===== config.mk =====
export PLATFORM = sky130hd
export DESIGN_NAME = aes_req_sched
export DESIGN_NICKNAME = d
export VERILOG_FILES = /design/src/rtl/aes_sched_pkg.sv /design/src/rtl/aes_req_sched_rr_pick.sv /design/src/rtl/aes_req_sched.sv
export SDC_FILE = /design/constraint.sdc
export NUM_CORES = 1
export LEC_CHECK = 0
export CAP_MARGIN = 10
export CORE_AREA = 3 3 607 609
export DETAILED_ROUTE_END_ITERATION = 8
export DIE_AREA = 0 0 610 612
export PLACE_DENSITY_LB_ADDON = 0.15
export SYNTH_ARGS = -nofsm -noshare
export SYNTH_HDL_FRONTEND = slang
export SYNTH_SLANG_ARGS = --single-unit

===== constraint.sdc =====
create_clock -name clk -period 3.9 [get_ports clk]
set_input_delay 0.78 -clock clk [delete_from_list [all_inputs] [get_ports clk]]
set_output_delay 0.78 -clock clk [all_outputs]
set_load 0.01 [all_outputs]

===== src/rtl/aes_sched_pkg.sv =====
// ----------------------------------------------------------------------------
// aes_sched_pkg
// Shared definitions for the AES request scheduler:
//   - sched_state_e : scheduler FSM states (IDLE/LOAD/WAIT/RESP)
//   - AES_W         : width of AES key, plaintext and ciphertext words
//   - AES_LATENCY   : nominal ld-to-done latency of the shared AES core
// ----------------------------------------------------------------------------
package aes_sched_pkg;

    localparam int AES_W       = 128;
    localparam int AES_LATENCY = 12;

    typedef enum logic [1:0] {
        ST_IDLE = 2'd0,
        ST_LOAD = 2'd1,
        ST_WAIT = 2'd2,
        ST_RESP = 2'd3
    } sched_state_e;

endpackage


===== src/rtl/aes_req_sched_rr_pick.sv =====
// ----------------------------------------------------------------------------
// rr_pick
// Combinational round-robin priority pick. The winner is the first set bit
// of req_i at or after ptr_i, wrapping modulo N.
//
// Ports:
//   req_i   [N-1:0]  request vector
//   ptr_i   [PW-1:0] round-robin pointer (highest-priority position)
//   grant_o [N-1:0]  one-hot grant, zero when no request
//   any_o            at least one request is present
// ----------------------------------------------------------------------------
module rr_pick #(
    parameter int N  = 4,
    parameter int PW = (N > 1) ? $clog2(N) : 1
) (
    input  logic [N-1:0]  req_i,
    input  logic [PW-1:0] ptr_i,
    output logic [N-1:0]  grant_o,
    output logic          any_o
);

    localparam logic [N-1:0] ONE = {{(N-1){1'b0}}, 1'b1};

    logic [2*N-1:0] req_dbl;
    logic [2*N-1:0] grant_dbl;
    logic [N-1:0]   req_rot;
    logic [N-1:0]   grant_rot;

    // Rotate the requests so that position ptr_i lands at bit 0: shifting
    // a doubled copy right performs the wrap without a modulo.
    assign req_dbl   = {req_i, req_i} >> ptr_i;
    assign req_rot   = req_dbl[N-1:0];

    // Isolate the lowest set bit of the rotated vector.
    assign grant_rot = req_rot & (~req_rot + ONE);

    // Rotate back: the upper half of the doubled, left-shifted copy holds
    // the grant in original requester positions.
    assign grant_dbl = {grant_rot, grant_rot} << ptr_i;
    assign grant_o   = grant_dbl[2*N-1:N];

    assign any_o     = |req_i;

endmodule


===== src/rtl/aes_req_sched.sv =====
// ----------------------------------------------------------------------------
// aes_req_sched
// Round-robin scheduler sharing one AES encryption core between N_REQ
// requesters. One operation is in flight at a time: grant, single-cycle load
// strobe, wait for done (guarded by a watchdog), then hand the ciphertext
// back on the owner's response handshake.
//
// Ports:
//   clk                      clock
//   rst                      synchronous reset, active low
//   req_valid  [N_REQ]       per-requester request valid
//   req_ready  [N_REQ]       per-requester accept (combinational, one-hot)
//   req_key    [N_REQ*128]   flattened keys, requester i at [128*i +: 128]
//   req_text   [N_REQ*128]   flattened plaintexts, same packing
//   resp_valid [N_REQ]       per-requester response valid (one-hot)
//   resp_ready [N_REQ]       per-requester response accept
//   resp_data  [128]         ciphertext, qualified by resp_valid
//   resp_err                 timeout flag, qualified by resp_valid
//   aes_ld                   load strobe to the core
//   aes_key    [128]         key to the core
//   aes_text   [128]         plaintext to the core
//   aes_text_out [128]       core result
//   aes_done                 core completion
//   busy                     high whenever the FSM is not IDLE
// ----------------------------------------------------------------------------
module aes_req_sched
    import aes_sched_pkg::*;
#(
    parameter int N_REQ   = 4,
    parameter int TIMEOUT = 64
) (
    input  logic                   clk,
    input  logic                   rst,
    input  logic [N_REQ-1:0]       req_valid,
    output logic [N_REQ-1:0]       req_ready,
    input  logic [N_REQ*AES_W-1:0] req_key,
    input  logic [N_REQ*AES_W-1:0] req_text,
    output logic [N_REQ-1:0]       resp_valid,
    input  logic [N_REQ-1:0]       resp_ready,
    output logic [AES_W-1:0]       resp_data,
    output logic                   resp_err,
    output logic                   aes_ld,
    output logic [AES_W-1:0]       aes_key,
    output logic [AES_W-1:0]       aes_text,
    input  logic [AES_W-1:0]       aes_text_out,
    input  logic                   aes_done,
    output logic                   busy
);

    localparam int PTR_W = $clog2(N_REQ);
    localparam int CNT_W = $clog2(TIMEOUT + 1);

    sched_state_e       state_q;
    logic [PTR_W-1:0]   rr_ptr_q;
    logic [PTR_W-1:0]   rr_ptr_d;
    logic [PTR_W-1:0]   owner_q;
    logic [N_REQ-1:0]   owner_oh_q;
    logic [CNT_W-1:0]   cnt_q;
    logic [CNT_W-1:0]   cnt_d;
    logic [AES_W-1:0]   key_q;
    logic [AES_W-1:0]   text_q;
    logic [AES_W-1:0]   resp_data_q;
    logic               resp_err_q;
    logic [N_REQ-1:0]   resp_valid_q;
    logic               ld_q;

    logic [N_REQ-1:0]   grant;
    logic               any_req;
    logic [PTR_W-1:0]   win_idx;
    logic [AES_W-1:0]   win_key;
    logic [AES_W-1:0]   win_text;
    logic               owner_ready;
    logic               first_wait;
    logic               timeout_hit;

    rr_pick #(
        .N  (N_REQ),
        .PW (PTR_W)
    ) u_rr_pick (
        .req_i   (req_valid),
        .ptr_i   (rr_ptr_q),
        .grant_o (grant),
        .any_o   (any_req)
    );

    // One-hot grant to index and AND-OR selection of the winner's key and
    // plaintext, built as accumulation chains over the requesters.
    logic [PTR_W-1:0] idx_acc  [N_REQ+1];
    logic [AES_W-1:0] key_acc  [N_REQ+1];
    logic [AES_W-1:0] text_acc [N_REQ+1];

    assign idx_acc[0]  = '0;
    assign key_acc[0]  = '0;
    assign text_acc[0] = '0;

    generate
        for (genvar gi = 0; gi < N_REQ; gi++) begin : g_sel
            assign idx_acc[gi+1]  = idx_acc[gi]
                                  | (grant[gi] ? PTR_W'(gi) : '0);
            assign key_acc[gi+1]  = key_acc[gi]
                                  | ({AES_W{grant[gi]}} & req_key[AES_W*gi +: AES_W]);
            assign text_acc[gi+1] = text_acc[gi]
                                  | ({AES_W{grant[gi]}} & req_text[AES_W*gi +: AES_W]);
        end
    endgenerate

    assign win_idx  = idx_acc[N_REQ];
    assign win_key  = key_acc[N_REQ];
    assign win_text = text_acc[N_REQ];

    // Next pointer: the requester after the current owner, wrapping.
    assign rr_ptr_d = (owner_q == PTR_W'(N_REQ - 1)) ? '0 : owner_q + PTR_W'(1);

    // Watchdog: the counter is cleared in LOAD, so it reads 0 in the first
    // WAIT cycle; that is the cycle in which a lingering done is ignored.
    assign cnt_d       = cnt_q + CNT_W'(1);
    assign first_wait  = (cnt_q == '0);
    assign timeout_hit = (cnt_d == CNT_W'(TIMEOUT));

    // resp_valid_q is the owner's one-hot while in RESP, so masking with it
    // ignores ready from every other requester.
    assign owner_ready = |(resp_ready & resp_valid_q);

    // The accept is combinational in IDLE; it is held off during reset so a
    // requester never sees a handshake that the FSM does not take.
    assign req_ready  = (state_q == ST_IDLE && rst) ? grant : '0;

    assign resp_valid = resp_valid_q;
    assign resp_data  = resp_data_q;
    assign resp_err   = resp_err_q;
    assign aes_ld     = ld_q;
    assign aes_key    = key_q;
    assign aes_text   = text_q;
    assign busy       = (state_q != ST_IDLE);

    always_ff @(posedge clk) begin
        if (!rst) begin
            state_q      <= ST_IDLE;
            rr_ptr_q     <= '0;
            owner_q      <= '0;
            owner_oh_q   <= '0;
            cnt_q        <= '0;
            key_q        <= '0;
            text_q       <= '0;
            resp_data_q  <= '0;
            resp_err_q   <= 1'b0;
            resp_valid_q <= '0;
            ld_q         <= 1'b0;
        end else begin
            ld_q <= 1'b0;
            case (state_q)
                ST_IDLE: begin
                    if (any_req) begin
                        key_q      <= win_key;
                        text_q     <= win_text;
                        owner_q    <= win_idx;
                        owner_oh_q <= grant;
                        ld_q       <= 1'b1;
                        state_q    <= ST_LOAD;
                    end
                end
                ST_LOAD: begin
                    cnt_q   <= '0;
                    state_q <= ST_WAIT;
                end
                ST_WAIT: begin
                    cnt_q <= cnt_d;
                    // Done is tested first so it wins over a coincident timeout.
                    if (aes_done && !first_wait) begin
                        resp_data_q  <= aes_text_out;
                        resp_err_q   <= 1'b0;
                        resp_valid_q <= owner_oh_q;
                        state_q      <= ST_RESP;
                    end else if (timeout_hit) begin
                        resp_data_q  <= '0;
                        resp_err_q   <= 1'b1;
                        resp_valid_q <= owner_oh_q;
                        state_q      <= ST_RESP;
                    end
                end
                ST_RESP: begin
                    if (owner_ready) begin
                        resp_valid_q <= '0;
                        rr_ptr_q     <= rr_ptr_d;
                        state_q      <= ST_IDLE;
                    end
                end
                default: begin
                    state_q <= ST_IDLE;
                end
            endcase
        end
    end

endmodule


==> flow_summary.yaml <==
power_and_ir_drop:
  p_leak_nw: 13.5
  p_per_area_mw_per_mm2: 525
  ir_drop_uv: 277
sta:
  skew_ns: 0.0596
  drv_slew: 0
  setup_violations: 0
  hold_viol_final: 0
  min_period_ns: 3.74
  fmax_mhz: 267
  max-slew-margin-rel_pct: 15.9
  rsz0062_at_grt: "no"
  min_period_over_period_pct: 96.0
  setup_ws_ns: 0.158
  worstMarginPinSlew_ns: 1.26
drt:
  viasPerCell: 3.26
  drc: 0
  drt_first_pass_iters: 6
  drt_iter0_drc: 2091
  wire_per_inst_um: 31.3
  vias: 27900
  routed_wl_um: 267000
  ant_nets: 0
clock_network:
  clock_latency_ns: 0.78
  cts.clk_slew.worst_paths_ns: 0.06
  htreeDepth: 3
  cts_hold_buf: 0
  cts_made_buffers: 74
  post-cts-setup-buffer-count: 0
  cts_root_buf: "clkbuf_16"
  clock_path_buffers: 4
  cts_tree: "yes"
  cts.sinks: 407
  cts_resized: 0
placement:
  place_area_mm2: 0.0409
  place_ws_ns: 0.0269
  port_buffers: 1557
  gp_congestion: 0.855
  dp_hpwl_um: 222000
finish:
  multi_input_area_mm2: 0.00980
  layout-drive-gt1-share_pct: 6.32
  seqCellArea_mm2: 0.00815
  fin_area_mm2: 0.0432
  n_fill_cell: 41700
  fin_nets: 4860
  area_growth_pct: 125
status:
  status: "finished clean"
critical_path:
  arrival_ns: 2.96
  crit_path_max_fanout: 4
  critPathKind: "in -> out"
  slowest_delay_ns: 0.66
  path_buf_inv: 2
  worst_path_max_delay_cell: "clkdlybuf4s50_1"
  required_ns: 3.12
  cp_cell_sequence: "clkdlybuf4s50_1 > nor2_1 > a21oi_1 > o22ai_4 > nand2_1 > nor2_1 > clkdlybuf4s50_1"
  end_kind: "output port"
  cp_top_family: "buffers and inverters"
  start_kind: "primary input"
floorplan:
  core_region_area_mm2: 0.363
  start_util_pct: 5.29
  io_pins: 1558
  die_area_mm2: 0.373
  dieHeight_um: 612
  die_w_um: 610
  rows: 221
grt:
  grt_max_degree: 138
  grt_use_total_pct: 13.6
  grt-ovfl-total: 0
  grt_pass1_vias: 28700
  antenna_found_initial: 154
  grt_pass1_wl_um: 333000
yosys:
  syn_area_mm2: 0.0192
  async_flop_share_pct: 0
  ys_seq_area_share_pct: 42.5
  synthTopCellsByArea: "dfxtp_1 42%, nand3_1 14%, a221oi_1 12%"
  synth_enable_flop_cells: 0
  syn_avg_cell_area_um2: 8.52
  yosys.area.top_type: "dfxtp_1"
  yosys_warnings: 0
  syn_nets: 3421
  yosysUniqueCellTypes: 39
  syn_inst: 2251
  synthTopCellsByCount: "521 x nand3_1, 407 x dfxtp_1, 264 x o21ai_0, 256 x a221oi_1, 256 x a31oi_1"
  synth.top_cell.area_share_pct: 42.5
  synthFlopType: "dfxtp_1"
  synth.most_common_cell: "nand3_1"
  ys_ff_latch: 407
job:
  drv_cap: 0
min_path:
  hp-class: "in -> reg"
[worst reg2reg max path, delay by kind of cell (launching register included)]
kind / cells / cell delay [ns]
AOI/OAI and AO/OA: 3 / 1.66
buffers and inverters: 3 / 0.63
DFF: 1 / 0.50
[stage by stage]
step	TNS, ns	std cells	hold WS [ns]	utilization (%)	total power, mW
finish	0	8547	0.384	11.9	22.7
global route	0	8537	0.341	11.9	24.0
CTS	0	8530	0.257	11.9	23.5
detailed placement	0	8408	0.461	11.3	16.4
global placement	-0.0757	8408	0.463	11.3	16.5
floorplan	0	2251	0.444	-	9.17
[worst paths after layout]
kind,cells after the start,startpoint,end,slack [ns]
max,7,req_valid[1],req_ready[0],0.16
min,3,req_valid[2],aes_key[90],0.38
max reg2reg,6,rr_ptr_q[1],aes_text[110],0.99
min reg2reg,1,owner_oh_q[1],resp_valid[1],0.46
[flip-flops by register name, indices dropped and copies added, names as in the netlist]
name / cells
aes_key: 128
aes_ld: 1
aes_text: 128
cnt_q: 7
owner_oh_q: 4
owner_q: 2
resp_data: 128
resp_err: 1
resp_valid: 4
rr_ptr_q: 2
state_q: 2
[cells by family after synthesis]
family                     after synthesis  synth area share (%)
AOI/OAI and AO/OA                      944                  35.2
and+or+nand+nor                        577                  15.0
DFF                                    407                  42.5
buffers and inverters                  315                  6.86
adders and majority gates                7                 0.457
muxes                                    1                0.0522
[metal layers]
layer	vias up	GRT usage, %	wire [um]
met2	1323	25.6	141000
met4	136	2.89	6810
met5	-	0	950
met1	14000	14.6	97300
li1	12000	-	-
met3	399	4.48	21400
[cell type report]
cell class	count	area share [%]
Clock inverter	18	0.504
Antenna cell	17	0.0984
Multi-Input combinational cell	1529	22.7
Tap cell	4794	13.9
Inverter	10	0.0868
Timing Repair Buffer	1668	39.0
Sequential cell	407	18.8
Clock buffer	104	4.92
[cells in the final DEF, fill, tap and decap left out, types with 2 or more instances in the layout]
| master | count |
|---|---|
| diode_2 | 17 |
| nand2_1 | 24 |
| buf_8 | 3 |
| a31oi_1 | 256 |
| nor2_1 | 8 |
| clkbuf_8 | 14 |
| o21ai_0 | 264 |
| clkbuf_1 | 15 |
| inv_1 | 10 |
| nand3_1 | 521 |
| o221a_4 | 2 |
| clkbuf_16 | 75 |
| o21a_1 | 2 |
| o22ai_4 | 2 |
| o31ai_1 | 3 |
| bufinv_16 | 3 |
| clkinv_8 | 2 |
| buf_12 | 35 |
| a22oi_1 | 2 |
| and2_1 | 3 |
| nor2_4 | 2 |
| a221oi_1 | 255 |
| clkinvlp_4 | 6 |
| a21oi_1 | 11 |
| a22o_1 | 4 |
| nand2b_1 | 2 |
| nor2b_1 | 5 |
| buf_4 | 77 |
| clkinv_2 | 6 |
| nor4_1 | 3 |
| nor3_1 | 4 |
| clkdlybuf4s50_1 | 1553 |
| dfxtp_1 | 407 |
| ha_1 | 7 |
| a32o_1 | 129 |
| a21boi_0 | 6 |
[power by group]
| part | leakage [nW] | switching, mW | internal, mW |
|---|---|---|---|
| clock | 1.13 | 2.73 | 3.98 |
| sequential | 3.34 | 0.639 | 5.16 |
| combinational | 9.03 | 5.76 | 4.44 |
No activity file was read; power rests on OpenSTA's default activity.
